--- src/rtl/bus_cycle_ctrl.sv ---
// 8088 bus-cycle sequencer: latches the address on ALE, decodes one of NREG regions,
// drives chip-select and shared OE_n/WE_n strobes and stretches cycles with per-region waits.
module bus_cycle_ctrl #(
  parameter int NREG         = 5,
  parameter int WAIT_W       = 3,
  parameter int DEFAULT_WAIT = 1,
  parameter int TIMEOUT      = 8
) (
  input  logic              CLK,
  input  logic              RESET,
  input  logic              ALE,
  input  logic              IOM,
  input  logic              RD_n,
  input  logic              WR_n,
  input  logic [19:0]       A,
  input  logic              cfg_we,
  input  logic [2:0]        cfg_sel,
  input  logic [WAIT_W-1:0] cfg_wait,
  output logic [19:0]       LADDR,
  output logic [NREG-1:0]   CS_n,
  output logic              OE_n,
  output logic              WE_n,
  output logic              READY,
  output logic              err
);

  localparam int TW = (TIMEOUT > 1) ? $clog2(TIMEOUT) : 1;
  localparam logic [TW-1:0] TOUT_LAST = TW'(TIMEOUT - 1);

  typedef enum logic [4:0] {
    S_IDLE = 5'b00001,
    S_ADDR = 5'b00010,
    S_WAIT = 5'b00100,
    S_ACC  = 5'b01000,
    S_DONE = 5'b10000
  } state_t;

  state_t              state_q, state_d;
  logic [2:0]          region_q, region_d;
  logic [19:0]         laddr_q, laddr_d;
  logic                dir_q, dir_d;        // 1 = write
  logic [WAIT_W-1:0]   cnt_q, cnt_d;
  logic [TW-1:0]       tcnt_q, tcnt_d;
  logic [WAIT_W-1:0]   wait_q [NREG];
  logic [WAIT_W-1:0]   wait_d [NREG];
  logic [NREG-1:0]     cs_n_q, cs_n_d;
  logic                oe_n_q, oe_n_d;
  logic                we_n_q, we_n_d;
  logic                ready_q, ready_d;
  logic                err_q, err_d;

  // Next-state and datapath for the bus-cycle sequencer.
  always_comb begin
    state_d  = state_q;
    region_d = region_q;
    laddr_d  = laddr_q;
    dir_d    = dir_q;
    cnt_d    = cnt_q;
    tcnt_d   = tcnt_q;
    err_d    = 1'b0;
    case (state_q)
      S_IDLE: begin
        if (ALE) begin
          laddr_d  = A;
          region_d = IOM ? 3'd4 : {1'b0, A[19:18]};
          tcnt_d   = '0;
          state_d  = S_ADDR;
        end else begin
          state_d = S_IDLE;
        end
      end
      S_ADDR: begin
        if (!RD_n && !WR_n) begin
          err_d   = 1'b1;
          state_d = S_IDLE;
        end else if (!RD_n || !WR_n) begin
          // Count is captured here, so later config writes leave this cycle alone.
          dir_d   = !WR_n;
          cnt_d   = wait_q[region_q];
          state_d = (wait_q[region_q] != '0) ? S_WAIT : S_ACC;
        end else if (tcnt_q == TOUT_LAST) begin
          err_d   = 1'b1;
          state_d = S_IDLE;
        end else begin
          tcnt_d = tcnt_q + TW'(1);
        end
      end
      S_WAIT: begin
        cnt_d = cnt_q - WAIT_W'(1);
        if (cnt_q == WAIT_W'(1)) begin
          state_d = S_ACC;
        end else begin
          state_d = S_WAIT;
        end
      end
      S_ACC:   state_d = S_DONE;
      S_DONE:  state_d = S_IDLE;
      default: state_d = S_IDLE;
    endcase
  end

  // Output decode from the next state so the pins are flop outputs aligned with state_q.
  always_comb begin
    cs_n_d  = '1;
    oe_n_d  = 1'b1;
    we_n_d  = 1'b1;
    ready_d = 1'b1;
    if (state_d == S_ADDR || state_d == S_WAIT || state_d == S_ACC) begin
      cs_n_d[region_d] = 1'b0;
    end else begin
      cs_n_d = '1;
    end
    if (state_d == S_WAIT || state_d == S_ACC) begin
      oe_n_d = dir_d;
      we_n_d = !dir_d;
    end else begin
      oe_n_d = 1'b1;
      we_n_d = 1'b1;
    end
    if (state_d == S_WAIT) begin
      ready_d = 1'b0;
    end else begin
      ready_d = 1'b1;
    end
  end

  // Wait-count register file update; out-of-range selects are dropped.
  always_comb begin
    wait_d = wait_q;
    if (cfg_we && (cfg_sel < 3'(NREG))) begin
      wait_d[cfg_sel] = cfg_wait;
    end else begin
      wait_d = wait_q;
    end
  end

  // State, datapath and output registers.
  always_ff @(posedge CLK or posedge RESET) begin
    if (RESET) begin
      state_q  <= S_IDLE;
      region_q <= 3'd0;
      laddr_q  <= 20'd0;
      dir_q    <= 1'b0;
      cnt_q    <= '0;
      tcnt_q   <= '0;
      cs_n_q   <= '1;
      oe_n_q   <= 1'b1;
      we_n_q   <= 1'b1;
      ready_q  <= 1'b1;
      err_q    <= 1'b0;
      for (int i = 0; i < NREG; i++) wait_q[i] <= WAIT_W'(DEFAULT_WAIT);
    end else begin
      state_q  <= state_d;
      region_q <= region_d;
      laddr_q  <= laddr_d;
      dir_q    <= dir_d;
      cnt_q    <= cnt_d;
      tcnt_q   <= tcnt_d;
      cs_n_q   <= cs_n_d;
      oe_n_q   <= oe_n_d;
      we_n_q   <= we_n_d;
      ready_q  <= ready_d;
      err_q    <= err_d;
      wait_q   <= wait_d;
    end
  end

  assign LADDR = laddr_q;
  assign CS_n  = cs_n_q;
  assign OE_n  = oe_n_q;
  assign WE_n  = we_n_q;
  assign READY = ready_q;
  assign err   = err_q;

endmodule

--- config.mk ---
export PLATFORM = sky130hd
export DESIGN_NAME = bus_cycle_ctrl
export DESIGN_NICKNAME = d
export VERILOG_FILES = /design/src/rtl/bus_cycle_ctrl.sv
export SDC_FILE = /design/constraint.sdc
export NUM_CORES = 1
export LEC_CHECK = 0
export ABC_CLOCK_PERIOD_IN_PS = 2600
export BUFFER_PORTS_ARGS = -buffer_cell sky130_fd_sc_hd__buf_2
export CAP_MARGIN = 0
export CORE_UTILIZATION = 53
export CTS_CLUSTER_DIAMETER = 50
export DETAILED_ROUTE_END_ITERATION = 8
export GPL_ROUTABILITY_DRIVEN = 0
export PLACE_DENSITY = 0.86
export SLEW_MARGIN = 0
export SYNTH_ARGS = -nofsm -noshare
export SYNTH_HDL_FRONTEND = slang
export SYNTH_SLANG_ARGS = --single-unit
--- constraint.sdc ---
create_clock -name CLK -period 2.6 [get_ports CLK]
set_input_delay 0 -clock CLK [delete_from_list [all_inputs] [get_ports CLK]]
set_output_delay 0 -clock CLK [all_outputs]
set_load 0.05 [all_outputs]
==> impl_metrics.env, run 1 <==
export IMPL_cts_max_path_buffers=2
export IMPL_post_cts_buffers=0
export IMPL_drv_slew=0
export IMPL_worstHoldStart="ALE"
export IMPL_synthTopCellsByArea="dfrtp_1, dfstp_2, nand2_1"
export IMPL_drive_gt1_frac=0.317
export IMPL_clk_latency_ps=320
export IMPL_antenna_cells=0
export IMPL_nets=389
export IMPL_path_class="reg -> reg"
export IMPL_fmax_ghz=0.494
export IMPL_vias=2207
export IMPL_min_path_cells=3
export IMPL_drc=0
export IMPL_swShare=0.438
export IMPL_dieArea_sq_um=5350
export IMPL_synth_top_cell_by_area="dfrtp_1"
export IMPL_start_kind="register"
export IMPL_num_fill_cells=345
export IMPL_hold_path_class="in -> reg"
export IMPL_synth_distinct_cells=40
export IMPL_antenna_found_initial=0
export IMPL_synthTopCellsByCount="nand2_1, dfrtp_1, mux2_2"
export IMPL_timing_rr_end="CS_n[0]$_DFF_PP1_"
export IMPL_cp_data_arrival_time_ps=2260
export IMPL_synth_area_sq_um=2680
export IMPL_cp_max_fo=6
export IMPL_r2r_setup_slack_ps=580
export IMPL_coreArea_sq_um=4790
export IMPL_grt_setup_unrepaired="false"
export IMPL_grt_pass1_vias=2211
export IMPL_synth_top_area_share=0.420
export IMPL_synth_main_ff_cell="dfrtp_1"
export IMPL_crit_chain="nor3b_1 -> and3_1 -> mux2_2 -> nor3_4 -> o211ai_1"
export IMPL_crit_buf_inv=0
export IMPL_grt_usage=0.244
export IMPL_vias_per_cell=5.21
export IMPL_synth_seq_area_share=0.557
export IMPL_multiInputGateArea_sq_um=1120
export IMPL_power_density_nw_per_um2=1200
export IMPL_root_buffer="clkbuf_8"
export IMPL_initial_core_util=0.561
export IMPL_fp_row_count=25
export IMPL_place_ws_ps=608
export IMPL_synth_edff_count=0
export IMPL_cp_required_ps=2840
export IMPL_port_buffers=61
export IMPL_drtPass1Iterations=4
export IMPL_grt_overflow_total=0
export IMPL_p_clk_frac=0.202
export IMPL_drtIter0Drc=166
export IMPL_synth_warnings=0
export IMPL_cap_violations=0
export IMPL_status="finished clean"
export IMPL_setup_slack_ps=576
export IMPL_intPower_mw=2.37
export IMPL_numCtsBuffers=9
export IMPL_crit_family="simple AND/OR/NAND/NOR gates"
export IMPL_cts_tree="done"
export IMPL_hold_end="state_q[1]$_DFF_PP0_"
export IMPL_ios=62
export IMPL_fin_crit_ps=2020
export IMPL_dpl_hpwl_um=3780
export IMPL_grt_pass1_wl_um=9730
export IMPL_pwr_share_seq=0.357
export IMPL_synth_seq_cells=59
export IMPL_setup_worst_path_end_class="register"
export IMPL_tightest_slew_ps=713
export IMPL_syn_avg_cell_area_sq_um=10.3
export IMPL_leakagePower_nw=1.69
export IMPL_cpPeakStageDelay_ps=570
export IMPL_slew_headroom=0.525
export IMPL_seqCellArea_sq_um=1490
export IMPL_cp_slowest_cell="dfstp_2"
export IMPL_skew_ps=7.49
export IMPL_routed_wl_um=5840
export IMPL_grt_max_degree=60
export IMPL_share_comb_of_total_power=0.440
export IMPL_rr_worst_depth=5
export IMPL_die_h_um=73.2
export IMPL_vdd_ir_drop_worst_uv=706
export IMPL_antenna_left=0
export IMPL_path_clk_slew_ps=60
export IMPL_reg2reg_from="state_q[0]$_DFF_PP1_"
export IMPL_synthCells=261
export IMPL_synth_most_common_cell="nand2_1"
export IMPL_detail_route_wl_per_cell_um=13.8
export IMPL_net_switching_power_mw=1.85
export IMPL_area_growth_pct=31.1
export IMPL_hold_viol=0
export IMPL_fin_setup_tns_ps=0
export IMPL_htree_levels=3
export IMPL_finalSetupViolations=0
export IMPL_die_w_um=73.2
export IMPL_cts_sinks=59
export IMPL_finalCritPeriodShare=0.778
export IMPL_postSynth_asyncResetShare=1.00
export IMPL_synth_fp_nets=298
-- flip-flops by register name, indices dropped and copies added (netlist names), 3 cells and up --
| signal | flops |
|---|---|
| tcnt_q | 3 |
| CS_n | 5 |
| state_q | 5 |
| wait_q | 15 |
| region_q | 3 |
| LADDR | 20 |
| cnt_q | 3 |
-- repair_timing --
item / 4_1_cts / 5_1_grt
gates resized for setup: 0 / 0
hold endpoints to repair: 84 / 0
hold buffers: 26 / 0
-- cell type report --
class	instances	share of cell area
Sequential cell	59	0.424
Timing Repair Buffer	90	0.167
Clock inverter	1	0.00853
Tap cell	67	0.0238
Clock buffer	15	0.0501
Inverter	8	0.00853
Multi-Input combinational cell	184	0.317
-- power groups by stage --
stage               combinational (mW)  sequential [mW]  clock (mW)
floorplan                        0.884             2.04           0
global placement                  1.77             1.50           0
detailed placement                1.82             1.51           0
CTS                               1.86             1.50       0.875
global route                      2.01             1.55       0.913
finish                            1.86             1.51       0.854
-- cells by family (layout without fill, tap and decap cells) --
logic type,Yosys count,count (layout),share of synthesized area
AND/OR/NAND/NOR,118,118,0.203
XOR/XNOR,1,1,0.00326
adder cells (fa/ha/maj),4,4,0.0186
flip-flops,59,59,0.557
multiplexers,26,26,0.105
buffers and inverters,18,114,0.0270
AO/OA/AOI/OAI,35,35,0.0867
-- worst max path at each step --
stage | slack (ps) | endpoint | startpoint | cells after the start
finish | 580 | CS_n[0]$_DFF_PP1_ | state_q[0]$_DFF_PP1_ | 5
global placement | 700 | CS_n[0]$_DFF_PP1_ | state_q[0]$_DFF_PP1_ | 5
global route | 440 | CS_n[0]$_DFF_PP1_ | state_q[0]$_DFF_PP1_ | 5
CTS | 560 | CS_n[0]$_DFF_PP1_ | state_q[0]$_DFF_PP1_ | 5
floorplan | 680 | CS_n[0]$_DFF_PP1_ | state_q[0]$_DFF_PP1_ | 6
detailed placement | 610 | CS_n[0]$_DFF_PP1_ | state_q[0]$_DFF_PP1_ | 5
-- through the flow --
step	instances	total power, mW	hold slack [ps]	utilization	cell area, sq um
global route	424	4.47	90.0	0.735	3520
floorplan	261	2.92	105	-	2680
CTS	424	4.24	55.6	0.735	3520
finish	424	4.22	71.3	0.735	3520
detailed placement	382	3.34	194	0.638	3050
global placement	382	3.26	190	0.638	3050
-- cells in the final DEF (no fill, tap or decap), types with 7 or more instances in the layout --
cell type / count
dfstp_2: 14
mux2_2: 17
o21ai_0: 12
dfrtp_1: 45
nor2_1: 11
mux2i_1: 9
nand2_1: 73
dlygate4sd3_1: 26
inv_1: 7
buf_2: 61
clkbuf_8: 12
-- routing by layer --
metal  track usage  up-vias  share of wire
met2         0.427       70           0.52
li1              -     1071              -
met5             0        -              0
met3        0.0566        6          0.045
met4        0.0937        0          0.013
met1         0.289     1060           0.42
-- tightest hold or removal path: cells and delay by family --
kind | cells | cell delay [ps]
buf+inv | 1 | 130
simple gates | 1 | 130
compound gates | 1 | 80
Power figures use the tool's default switching activity.
==> inputs of run 2 (changes only) <==
--- a/config.mk
+++ b/config.mk
@@ -5,7 +5,7 @@
 export SDC_FILE = /design/constraint.sdc
 export NUM_CORES = 1
 export LEC_CHECK = 0
-export ABC_CLOCK_PERIOD_IN_PS = 2600
+export ABC_CLOCK_PERIOD_IN_PS = 1880
 export BUFFER_PORTS_ARGS = -buffer_cell sky130_fd_sc_hd__buf_2
 export CAP_MARGIN = 0
 export CORE_UTILIZATION = 53
==> constraint.sdc (replaced) <==
create_clock -name CLK -period 1.88 [get_ports CLK]
set_input_delay 0 -clock CLK [delete_from_list [all_inputs] [get_ports CLK]]
set_output_delay 0 -clock CLK [all_outputs]
set_load 0.05 [all_outputs]
==> impl_metrics.env, run 2 (same netlist as run 1, synthesis figures left out) <==
export IMPL_hold_end="state_q[1]$_DFF_PP0_"
export IMPL_vias=2248
export IMPL_dpl_hpwl_um=3800
export IMPL_area_growth_pct=36.1
export IMPL_r2r_setup_slack_ps=70
export IMPL_place_ws_ps=-53.0
export IMPL_slew_headroom=0.574
export IMPL_antenna_left=0
export IMPL_grt_pass1_wl_um=9850
export IMPL_vdd_ir_drop_worst_uv=1230
export IMPL_num_fill_cells=338
export IMPL_cts_tree="done"
export IMPL_drc=0
export IMPL_met1Wirelength_um=2610
export IMPL_fp_row_count=25
export IMPL_reg2reg_from="tcnt_q[0]$_DFFE_PP0P_"
export IMPL_finalCritPeriodShare=0.963
export IMPL_dieArea_sq_um=5350
export IMPL_nets=399
export IMPL_htree_levels=3
export IMPL_port_buffers=61
export IMPL_tightest_slew_ps=638
export IMPL_multiInputGateArea_sq_um=1160
export IMPL_vias_per_cell=5.18
export IMPL_routed_wl_um=5950
export IMPL_finalSetupViolations=0
export IMPL_wl_met2_um=2980
export IMPL_ios=62
export IMPL_post_route_cell_area_sq_um=3650
export IMPL_grt_overflow_total=0
export IMPL_grt_setup_unrepaired="true"
export IMPL_hold_viol=0
export IMPL_status="finished clean"
export IMPL_setup_slack_ps=69.9
export IMPL_initial_core_util=0.561
export IMPL_grt_pass1_vias=2189
export IMPL_cts_max_path_buffers=2
export IMPL_cpPeakStageDelay_ps=470
export IMPL_worstHoldStart="ALE"
export IMPL_cp_max_fo=3
export IMPL_coreArea_sq_um=4790
export IMPL_hold_path_class="in -> reg"
export IMPL_layout_commonest_cell="nand2_1"
export IMPL_rr_worst_depth=7
export IMPL_placed_area_sq_um=3120
export IMPL_fmax_ghz=0.552
export IMPL_setup_worst_path_end_class="register"
export IMPL_grt_usage=0.250
export IMPL_seqCellArea_sq_um=1500
export IMPL_fin_setup_tns_ps=0
export IMPL_highest_layer="met4"
export IMPL_antenna_cells=0
export IMPL_power_density_nw_per_um2=1660
export IMPL_skew_ps=6.11
export IMPL_cp_slowest_cell="a2111o_1"
export IMPL_fin_crit_ps=1810
export IMPL_cts_sinks=59
export IMPL_dr_wl_met3_um=272
export IMPL_start_kind="register"
export IMPL_numCtsBuffers=9
export IMPL_root_buffer="clkbuf_8"
export IMPL_drv_slew=0
export IMPL_die_h_um=73.2
export IMPL_path_clk_slew_ps=60
export IMPL_layout_common_cells="nand2_1, buf_2, dfrtp_1"
export IMPL_min_path_cells=3
export IMPL_drtPass1Iterations=4
export IMPL_leakagePower_nw=1.74
export IMPL_path_class="reg -> reg"
export IMPL_antenna_found_initial=0
export IMPL_detail_route_wl_per_cell_um=13.7
export IMPL_drtIter0Drc=122
export IMPL_timing_rr_end="CS_n[4]$_DFF_PP1_"
export IMPL_grt_max_degree=31
export IMPL_drive_gt1_frac=0.354
export IMPL_die_w_um=73.2
export IMPL_crit_chain="ha_2 -> ha_4 -> nor2_2 -> o21bai_1 -> a2111o_1 -> buf_4 -> a211o_1"
export IMPL_clk_latency_ps=340
export IMPL_cp_required_ps=2140
export IMPL_cap_violations=0
export IMPL_largest_reg_flops=20
export IMPL_fin_util=0.763
export IMPL_cp_data_arrival_time_ps=2070
[run 2: repair_timing]
item | in CTS | in global routing
pin swaps | 3 | 3
hold buffers | 26 | 0
buffers inserted | 2 | 2
endpoints found under the hold margin | 62 | 0
endpoints found under the setup margin | 4 | 7
resized for setup | 0 | 11
[run 2: metrics by stage]
step | hold WS (ps) | instances | power (mW)
2_1_floorplan | 105 | 261 | 4.05
5_1_grt | 62.4 | 434 | 6.41
3_3_place_gp | 104 | 388 | 4.60
3_5_place_dp | 121 | 388 | 4.71
6_report | 40.8 | 434 | 6.06
4_1_cts | 25.1 | 432 | 5.99
[run 2: final cells by class]
cell class	count	area share
flip-flops and latches	59	0.409
multi-input cells	184	0.318
repair buffers	100	0.185
clock buffers	15	0.0483
well taps	67	0.0229
clock inverters	1	0.00822
inverters	8	0.00822
[run 2: worst max path at each step]
stage / startpoint / end / slack, ps / depth (start not counted)
after global routing: tcnt_q[1]$_DFFE_PP0P_ / CS_n[0]$_DFF_PP1_ / -8 / 7
after floorplan: state_q[0]$_DFF_PP1_ / CS_n[0]$_DFF_PP1_ / 60 / 6
after CTS: tcnt_q[0]$_DFFE_PP0P_ / CS_n[0]$_DFF_PP1_ / 20 / 7
after detailed placement: tcnt_q[0]$_DFFE_PP0P_ / CS_n[0]$_DFF_PP1_ / -50 / 7
final: tcnt_q[0]$_DFFE_PP0P_ / CS_n[4]$_DFF_PP1_ / 70 / 7
after global placement: tcnt_q[0]$_DFFE_PP0P_ / CS_n[0]$_DFF_PP1_ / 20 / 7
[run 2: power by group]
part	switching (mW)	total (mW)	internal, mW
clock network	0.472	1.20	0.723
logic	1.81	2.78	0.965
registers	0.336	2.08	1.75
[run 2: layer usage]
| layer | track usage | up-vias |
|---|---|---|
| li1 | - | 1095 |
| met1 | 0.305 | 1081 |
| met2 | 0.416 | 63 |
| met3 | 0.0580 | 9 |
| met4 | 0.129 | 0 |
| met5 | 0 | - |
[run 2: worst max-delay path, delay by kind of cell (launching register included)]
| kind | cells | cell delay [ps] |
|---|---|---|
| buffers and inverters | 1 | 160 |
| flip-flops | 1 | 380 |
| adder cells (fa/ha/maj) | 2 | 350 |
| AND/OR/NAND/NOR | 1 | 70 |
| AO/OA/AOI/OAI | 3 | 780 |
==> inputs of run 3 (changes only) <==
--- a/config.mk
+++ b/config.mk
@@ -5,14 +5,14 @@
 export SDC_FILE = /design/constraint.sdc
 export NUM_CORES = 1
 export LEC_CHECK = 0
-export ABC_CLOCK_PERIOD_IN_PS = 1880
+export ABC_CLOCK_PERIOD_IN_PS = 1950
 export BUFFER_PORTS_ARGS = -buffer_cell sky130_fd_sc_hd__buf_2
 export CAP_MARGIN = 0
 export CORE_UTILIZATION = 53
 export CTS_CLUSTER_DIAMETER = 50
 export DETAILED_ROUTE_END_ITERATION = 8
 export GPL_ROUTABILITY_DRIVEN = 0
-export PLACE_DENSITY = 0.86
+export PLACE_DENSITY = 0.76
 export SLEW_MARGIN = 0
 export SYNTH_ARGS = -nofsm -noshare
 export SYNTH_HDL_FRONTEND = slang
==> constraint.sdc (replaced) <==
create_clock -name CLK -period 1.95 [get_ports CLK]
set_input_delay 0 -clock CLK [delete_from_list [all_inputs] [get_ports CLK]]
set_output_delay 0 -clock CLK [all_outputs]
set_load 0.05 [all_outputs]
==> impl_metrics.env, run 3 (same netlist as run 1, synthesis figures left out) <==
export IMPL_fin_crit_ps=1900
export IMPL_vdd_ir_drop_worst_uv=1180
export IMPL_grt_max_degree=33
export IMPL_coreArea_sq_um=4790
export IMPL_swShare=0.428
export IMPL_worstHoldStart="WR_n"
export IMPL_p_total_mw=5.79
export IMPL_dieArea_sq_um=5350
export IMPL_place_ws_ps=1.75
export IMPL_fmax_ghz=0.526
export IMPL_cap_violations=0
export IMPL_pwr_share_seq=0.346
export IMPL_antenna_left=0
export IMPL_htree_levels=3
export IMPL_setup_slack_ps=47.7
export IMPL_start_kind="register"
export IMPL_grt_pass1_wl_um=9620
export IMPL_hold_end="dir_q$_DFF_PP0_"
export IMPL_vias=2206
export IMPL_dpl_hpwl_um=3810
export IMPL_layout_common_cells="nand2_1, buf_2, dfrtp_1"
export IMPL_initial_core_util=0.561
export IMPL_min_path_cells=2
export IMPL_cp_data_arrival_time_ps=2150
export IMPL_area_growth_pct=34.8
export IMPL_cts_sinks=59
export IMPL_post_route_cell_area_sq_um=3620
export IMPL_cp_required_ps=2200
export IMPL_fp_row_count=25
export IMPL_status="finished clean"
export IMPL_antenna_found_initial=0
export IMPL_drive_gt1_frac=0.347
export IMPL_ios=62
export IMPL_finalSetupViolations=0
export IMPL_placed_area_sq_um=3100
export IMPL_finalCritPeriodShare=0.976
export IMPL_die_w_um=73.2
export IMPL_p_clk_frac=0.217
export IMPL_leakagePower_nw=1.73
export IMPL_path_class="reg -> reg"
export IMPL_drtIter0Drc=136
export IMPL_tightest_slew_ps=593
export IMPL_cp_max_fo=4
export IMPL_reg2reg_from="tcnt_q[0]$_DFFE_PP0P_"
export IMPL_intPower_mw=3.31
export IMPL_fin_cells=430
export IMPL_vias_per_cell=5.13
export IMPL_power_density_nw_per_um2=1600
export IMPL_drc=0
export IMPL_numCtsBuffers=9
export IMPL_layout_commonest_cell="nand2_1"
export IMPL_r2r_setup_slack_ps=50
export IMPL_hold_viol=0
export IMPL_clk_latency_ps=330
export IMPL_drv_slew=0
export IMPL_grt_usage=0.242
export IMPL_cts_max_path_buffers=2
export IMPL_grt_pass1_vias=2168
export IMPL_slew_headroom=0.604
export IMPL_nets=395
export IMPL_dpl_cell_count=387
export IMPL_num_fill_cells=343
export IMPL_timing_rr_end="CS_n[0]$_DFF_PP1_"
export IMPL_skew_ps=6.34
export IMPL_die_h_um=73.2
export IMPL_port_buffers=61
export IMPL_share_comb_of_total_power=0.438
export IMPL_hold_path_class="in -> reg"
export IMPL_rr_worst_depth=7
export IMPL_path_clk_slew_ps=70
export IMPL_setup_worst_path_end_class="register"
export IMPL_routed_wl_um=5670
export IMPL_fin_setup_tns_ps=0
export IMPL_cts_tree="done"
export IMPL_multiInputGateArea_sq_um=1140
export IMPL_drtPass1Iterations=4
export IMPL_grt_setup_unrepaired="true"
export IMPL_antenna_cells=0
export IMPL_grt_overflow_total=0
export IMPL_net_switching_power_mw=2.48
export IMPL_seqCellArea_sq_um=1490
export IMPL_largest_reg_flops=20
export IMPL_root_buffer="clkbuf_8"
export IMPL_detail_route_wl_per_cell_um=13.2
==> run 3: power by group through the flow <==
stage	Sequential (mW)	Clock (mW)	Combinational, mW
after floorplan	2.72	0	1.18
after global placement	2.00	0	2.43
after detailed placement	2.01	0	2.48
after CTS	2.00	1.27	2.53
after global routing	2.06	1.32	2.78
final	2.00	1.26	2.54
==> run 3: final cells by class <==
class,instances,area share
inverters,8,0.00830
multi-input cells,184,0.315
well taps,67,0.0232
clock buffers,11,0.0419
repair buffers,96,0.178
clock inverters,5,0.0208
flip-flops and latches,59,0.413
==> run 3: critical path, stage by stage, from the launching register on <==
cell and delay (ps):
dfrtp_1 390, ha_2 200, ha_4 160, nor2_2 110, o21bai_1 90, a2111o_1 480
nor3_4 260, o211ai_1 120
==> run 3: repair_timing <==
item,in CTS,in global routing
setup buffers,0,2
pin swaps,1,5
hold endpoints to repair,61,0
resized for setup,0,6
endpoints found under the setup margin,2,4
hold buffers,25,0
==> run 3: per-layer routing <==
metal  track usage  vias to the layer above  part of all wire
met1         0.287                     1066              0.44
met5             0                        -                 0
met3        0.0428                        9             0.032
met4         0.105                        0             0.017
met2         0.430                       46              0.51
li1              -                     1085                 -
==> run 3: through the flow <==
step	hold slack [ps]	utilization
floorplan	105	-
finish	13.3	0.756
global route	43.0	0.756
global placement	96.4	0.648
CTS	0.190	0.748
detailed placement	99.0	0.648
==> run 3: how the worst max path moves through the flow <==
stage,start,to,depth (start not counted)
after detailed placement,tcnt_q[0]$_DFFE_PP0P_,CS_n[0]$_DFF_PP1_,7
after global placement,tcnt_q[0]$_DFFE_PP0P_,CS_n[0]$_DFF_PP1_,7
after CTS,tcnt_q[0]$_DFFE_PP0P_,CS_n[0]$_DFF_PP1_,7
after floorplan,state_q[0]$_DFF_PP1_,CS_n[0]$_DFF_PP1_,6
after global routing,tcnt_q[0]$_DFFE_PP0P_,CS_n[3]$_DFF_PP1_,7
final,tcnt_q[0]$_DFFE_PP0P_,CS_n[0]$_DFF_PP1_,7
